$ cat src/rtl/mac_sequencer.sv
// Operand sequencer and accumulator around a shift-add multiplier.
// Streams operand pairs into the multiplier, accumulates products, emits the dot product.
module mac_sequencer #(
  parameter int M     = 8,
  parameter int N     = 16,
  parameter int ACC_W = 24
) (
  input  logic             clk,
  input  logic             rst,
  input  logic             in_valid,
  output logic             in_ready,
  input  logic [M-1:0]     in_a,
  input  logic [M-1:0]     in_b,
  input  logic             in_last,
  output logic             EA,
  output logic             EB,
  output logic [M-1:0]     dataA,
  output logic [M-1:0]     dataB,
  input  logic [N-1:0]     P,
  output logic             out_valid,
  input  logic             out_ready,
  output logic [ACC_W-1:0] out_sum,
  output logic             out_ovf
);

  localparam int CW = $clog2(M + 1);

  typedef enum logic [2:0] {IDLE, LOAD, RUN, ACC, DONE} state_t;

  state_t           state;
  logic [CW-1:0]    cnt;
  logic [M-1:0]     op_a;
  logic [M-1:0]     op_b;
  logic             op_last;
  logic [ACC_W-1:0] acc;
  logic             ovf;
  logic [ACC_W:0]   sum_ext;

  // The extra top bit of the widened sum is the wrap-around carry.
  assign sum_ext = {1'b0, acc} + {{(ACC_W + 1 - N){1'b0}}, P};

  always_ff @(posedge clk) begin
    if (rst) begin
      state   <= IDLE;
      cnt     <= '0;
      op_a    <= '0;
      op_b    <= '0;
      op_last <= 1'b0;
      acc     <= '0;
      ovf     <= 1'b0;
    end else begin
      case (state)
        IDLE: begin
          if (in_valid) begin
            op_a    <= in_a;
            op_b    <= in_b;
            op_last <= in_last;
            state   <= LOAD;
          end
        end
        LOAD: begin
          cnt   <= '0;
          state <= RUN;
        end
        RUN: begin
          cnt <= cnt + 1'b1;
          if (cnt == CW'(M)) state <= ACC;
        end
        ACC: begin
          acc   <= sum_ext[ACC_W-1:0];
          ovf   <= ovf | sum_ext[ACC_W];
          state <= op_last ? DONE : IDLE;
        end
        DONE: begin
          if (out_ready) begin
            acc   <= '0;
            ovf   <= 1'b0;
            state <= IDLE;
          end
        end
        default: state <= IDLE;
      endcase
    end
  end

  // Operand registers double as the multiplier data bus, so they hold between loads.
  assign in_ready  = (state == IDLE);
  assign EA        = (state == LOAD);
  assign EB        = (state == LOAD);
  assign dataA     = op_a;
  assign dataB     = op_b;
  assign out_valid = (state == DONE);
  assign out_sum   = acc;
  assign out_ovf   = ovf;

endmodule

$ cat config.mk
export PLATFORM = sky130hd
export DESIGN_NAME = mac_sequencer
export DESIGN_NICKNAME = d
export VERILOG_FILES = /design/src/rtl/mac_sequencer.sv
export SDC_FILE = /design/constraint.sdc
export NUM_CORES = 1
export LEC_CHECK = 0
export ABC_AREA = 1
export CAP_MARGIN = 20
export CORE_UTILIZATION = 45
export CTS_CLUSTER_DIAMETER = 30
export DETAILED_ROUTE_END_ITERATION = 12
export DONT_BUFFER_PORTS = 1
export GPL_TIMING_DRIVEN = 0
export HOLD_SLACK_MARGIN = 0.08
export PLACE_DENSITY = 0.65
export REMOVE_ABC_BUFFERS = 1
export SYNTH_ARGS = -nofsm -noshare
export SYNTH_HDL_FRONTEND = slang
export SYNTH_SLANG_ARGS = --single-unit
$ cat constraint.sdc
create_clock -name clk -period 1.9 [get_ports clk]
set_clock_uncertainty 0.05 [all_clocks]
set_input_delay 0.38 -clock clk [delete_from_list [all_inputs] [get_ports clk]]
set_output_delay 0.38 -clock clk [all_outputs]
set_load 0.005 [all_outputs]
# After elaboration in Yosys (flattened, before gate mapping)
# Index checks and enable logic that the tools add are counted.
word_totals:
  reg_bits: 49
  latch_bits: 0
  ramBits: 0
  mem_bits_ro: 0
  inputBits: 37
  output_inout_bits: 45
  wordCells: 34
  n_memories: 0
op_classes:
  n_addsub: 2
  mul: 0
  n_div: 0
  n_lt_le_gt_ge: 0
  n_eq_ne: 8
  shifts: 0
  muxes: 10
  n_bitwise: 1
  n_reduce_logical: 6
op_table:
  columns: ["op", "n"]
  rows:
  - ["one-hot mux 24 bit (2 select lines)", 1]
  - ["adder 24 x 16 -> 25 bit", 1]
  - ["two-way mux 24 bit", 1]
  - ["one-hot mux 3 bit (5 select lines)", 1]
  - ["two-way mux 3 bit", 4]
  - ["one-hot mux 4 bit (2 select lines)", 1]
  - ["== test 3 x 2 -> 1 bit (second input constant)", 2]
  - ["adder 4 x 1 -> 4 bit (second input constant)", 1]
  - ["== test 4 bit (second input constant)", 1]
  - ["!= test 2 bit (second input constant)", 2]
  - ["AND reduction 2 bit", 2]
  - ["nonzero test 2 bit", 2]
  - ["== test 3 x 1 -> 1 bit (second input constant)", 1]
  - ["== test 3 bit (second input constant)", 1]
  - ["logical NOT 3 bit", 1]
  - ["AND reduction 3 bit", 1]
  - ["!= test 2 x 1 -> 1 bit (second input constant)", 1]
  - ["one-hot mux 1 bit (2 select lines)", 1]
  - ["two-way mux 1 bit", 1]
  - ["OR 1 bit", 1]

# Logic depth before layout (Yosys ltp)
depth:
  depth_word: 3
  depth_mapped: 13
  ltp_nobuf: 13

# Worst setup path after synthesis
# OpenSTA, ideal clock, no wires.
synth_path:
  path_type: "in2reg"
  startpoint: "in P[0]"
  endpoint: "reg acc[20] (netlist: out_sum[20])"
  setup_ps: 113
  arrival_ps: 1689
  required_ps: 1737
  slack_ps: 49
  path_stages: 11
  n_path_buf: 0
  path_cell_list: "ha_1 -> inv_1 -> fa_1 -> o21bai_1 -> nand2_1 -> nand2_1 -> nand2_1 -> nand2_1 -> nand2_1 -> nor2_1 -> nor2_1"
synth_via:
  elab_chain_cells: 2
synth_lines:
  columns: ["element", "line", "rtl"]
  rows:
  - ["start: declaration", "19", "input logic [N-1:0] P,"]
  - ["adder 24 x 16 -> 25 bit", "40", "assign sum_ext = {1'b0, acc} + {{(ACC_W + 1 - N){1'b0}}, P};"]
  - ["one-hot mux 24 bit (2 select lines)", "52", "case (state)"]
  - ["end signal: assignment", "70", "acc <= sum_ext[ACC_W-1:0];"]
  - ["end: declaration", "35", "logic [ACC_W-1:0] acc;"]
# Every way passes these cells.
# A chain may end at the register's enable or synchronous reset.

# Final worst setup path
layout_path:
  startpoint: "reg acc[0] (netlist: out_sum[0])"
  endpoint: "reg acc[12] (netlist: out_sum[12])"
layout_via:
  elab_chain_cells: 2
layout_lines:
  columns: ["element", "line"]
  rows:
  - ["adder 24 x 16 -> 25 bit", "40"]
  - ["one-hot mux 24 bit (2 select lines)", "52"]
# Every way passes these cells.

==> impl_results.md <==
* Count of final hold-check violations at 0
* Final setup violation count at 0
* Crit path depth at 9
* Syn Area/Cell at 6.35 um2
* Max-slew violations at 0
* PD cells at 659 nW/um2
* Core area at 6460 um2
* Die Ht at 84.7 um
* CP delay by family, top: adder cells
* Global route overflow at 0
* Worst Path Buf+Inv at 2
* EDFF count, synth at 0
* Peak VDD IR at 0.429 mV
* Worst Slack Setup Final at 62.3 ps
* Row count at 29
* R2r setup slk at 60 ps
* Largest area contributor in the netlist: dfxtp_1
* Register area at 995 um2
* Final core utilization at 0.549
* CP max-delay cell: fa_2
* Clock-pin slew of the registers on the worst-case setup and hold paths at 90 ps
* Initial antenna violation count at 0
* Ys Warns at 0
* Met2 global-route usage at 0.360
* H-tree Lvls at 2
* ANT cells at 0
* Drt first pass iters at 10
* Status: complete, but fails checks
* Vias at 3,032
* Number of nets with antenna violations after routing at 0
* Minimum clock period at 1840 ps
* Worst R2R End: out_sum[12]
* Horiz. Die Dim at 84.7 um
* NumNets Final at 543
* Critical Path RT at 2090 ps
* Least-Margin Pin Slew at 453 ps
* Initial DRC Count at 145
* WHS Path Cells at 2
* Footprint of the multi-input gates at 2030 um2
* Ports at 82
* Die ar. at 7170 um2
* DP Wirelength at 5830 um
* Proportion of layout cells with a drive suffix above 1 at 0.135
* Count leader, synth: nand2_1
* Place WS at -282 ps
* Post-synth top area share at 0.319
* Gate Count Post-Synth at 484
* Reg2reg start: out_sum[0]
* Synth top cells by count: nand2_1 (155), a21oi_1 (60), inv_1 (59)
* Failing checks: design-rule violations
* Slew Limit Headroom at 0.696
* Critical path arrival at 2030 ps
* Synth area leaders: dfxtp_1 (32%), nand2_1 (19%), a21oi_1 (9.8%)
* Most common flop cell mapped by yosys: dfxtp_1
* Grt peak-use layer: met2
* Drt wl/cell at 14.1 um
* Root Driver: clkbuf_8
* Max clock buf depth at 2
* Async S/R FF share, synth at 0
* Routability Congestion at 0.977
* CP cell instances: ha_4 -> inv_2 -> fa_2 -> o21bai_4 -> buf_6 -> nand3b_1 -> nand3_1 -> nand3_1 -> a21oi_1
* Leakage power at 1.52 nW
* Worst-skew pair later-pin latency at 300 ps
* Initial Utilization at 0.476
* Max cap viols at 0
* CP endpoint kind: flop
* Critical path class: reg -> reg
* Hold path endpoint: dataB[7]
* Met3 Use GR at 0.0757
* Max Freq at 544 MHz
* Hold wc startpoint: in_b[7]
* Cell mode on critical path: nand3_1
* Vias/cell at 5.37
* Tcrit/Tclk final at 0.967
* Fill count at 630
* Hold slack at 180 ps
* IO Port Bufs at 0
* Met1 usage at 0.276
* Gr usage total at 0.223
* Area growth from synthesis to layout at 15.3%
* CTS tree: done
* Critical Path Max Stage Delay at 420 ps
* CTS sink count at 49
* Cell Area, Synth at 3070 um2
* Seq/Total Area, Yosys at 0.319
* Vias in the first global route at 2,864
* Reg2reg path depth at 9
* Clock buffer count from CTS at 5
* Detailed-route wire length at 7950 um
* HP Class: in -> reg
* Cell variety after synth at 31
* CP Launch Type: flop
* Largest net degree at the start of global routing at 35
* First-pass GRT wire length at 12,800 um
* Yosys reg bits at 49
* Crit Path Max Fanout at 3
* RSZ-0062 raised after global routing: yes
* DRC at 4
-- repair_timing --
action / in CTS / in global routing
resized for setup: 7 / 44
hold buffers: 3 / 1
cloned: 0 / 0
hold endpoints to repair: 34 / 1
buffers inserted: 1 / 3
pin swaps: 1 / 10
setup endpoints to repair: 27 / 17
-- cells in the final DEF (no fill, tap or decap), types with 5 or more instances in the layout --
cell,n
dfxtp_1,40
clkbuf_8,5
o21ai_0,9
dfxtp_2,8
a21oi_1,57
nor3_1,7
nand2_1,147
nand3b_1,5
inv_1,58
nand2_2,10
nor2_2,5
ha_4,11
nand3_1,46
ha_1,6
nor2_1,28
-- layout make-up --
cell class / instances / share of cell area
Clock inverter: 2 / 0.0109
Inverter: 60 / 0.0635
Multi-Input combinational cell: 363 / 0.574
Timing Repair Buffer: 8 / 0.0236
Sequential cell: 49 / 0.281
Clock buffer: 6 / 0.0205
Tap cell: 77 / 0.0272
-- flip-flops by register name, summed over array words and instances (netlist names) --
signal / count
op_last: 1
out_ovf: 1
state: 3
out_sum: 24
dataB: 8
dataA: 8
cnt: 4
-- worst register-to-register path, cell delays in order (launching register included) --
cell and delay, ps:
dfxtp_4 380, ha_4 140, inv_2 40, fa_2 420, o21bai_4 170, buf_6 110, nand3b_1 110, nand3_1 110
nand3_1 80, a21oi_1 170
-- metrics by stage --
stage | power [mW] | setup TNS, ps | instances | area [um2]
finish | 2.34 | 0 | 565 | 3540
global route | 2.47 | -71.3 | 565 | 3540
CTS | 2.31 | 0 | 561 | 3290
detailed placement | 1.51 | -1110 | 549 | 3110
global placement | 1.51 | -915 | 549 | 3110
floorplan | 1.43 | 0 | 472 | 3020
-- worst max-delay path by stage --
stage | slack [ps] | start | end
4_1_cts | 2 | out_sum[0] | out_sum[20]
3_5_place_dp | -280 | out_sum[0] | out_sum[20]
3_3_place_gp | -250 | out_sum[0] | out_sum[20]
6_report | 60 | out_sum[0] | out_sum[12]
5_1_grt | -60 | out_sum[0] | out_sum[12]
2_1_floorplan | 50 | P[0] | out_sum[20]
-- routing by layer --
metal / part of all wire / wire length [um]
met1: 0.45 / 3580
met2: 0.45 / 3570
met3: 0.085 / 677
met4: 0.015 / 116
met5: 0 / 0
-- logic make-up after synthesis --
kind of cell / share of synthesized area
fa+ha+maj: 0.0798
xor+xnor: 0.00285
simple gates: 0.370
flops: 0.319
buf+inv: 0.0920
compound gates: 0.136
-- report_power, final --
group	leakage (nW)	internal (mW)	switching (mW)
Combinational	1.06	0.157	0.272
Clock	0.0554	0.396	0.370
Sequential	0.403	1.08	0.0569
Note: power is estimated with default switching activity, not from simulation.
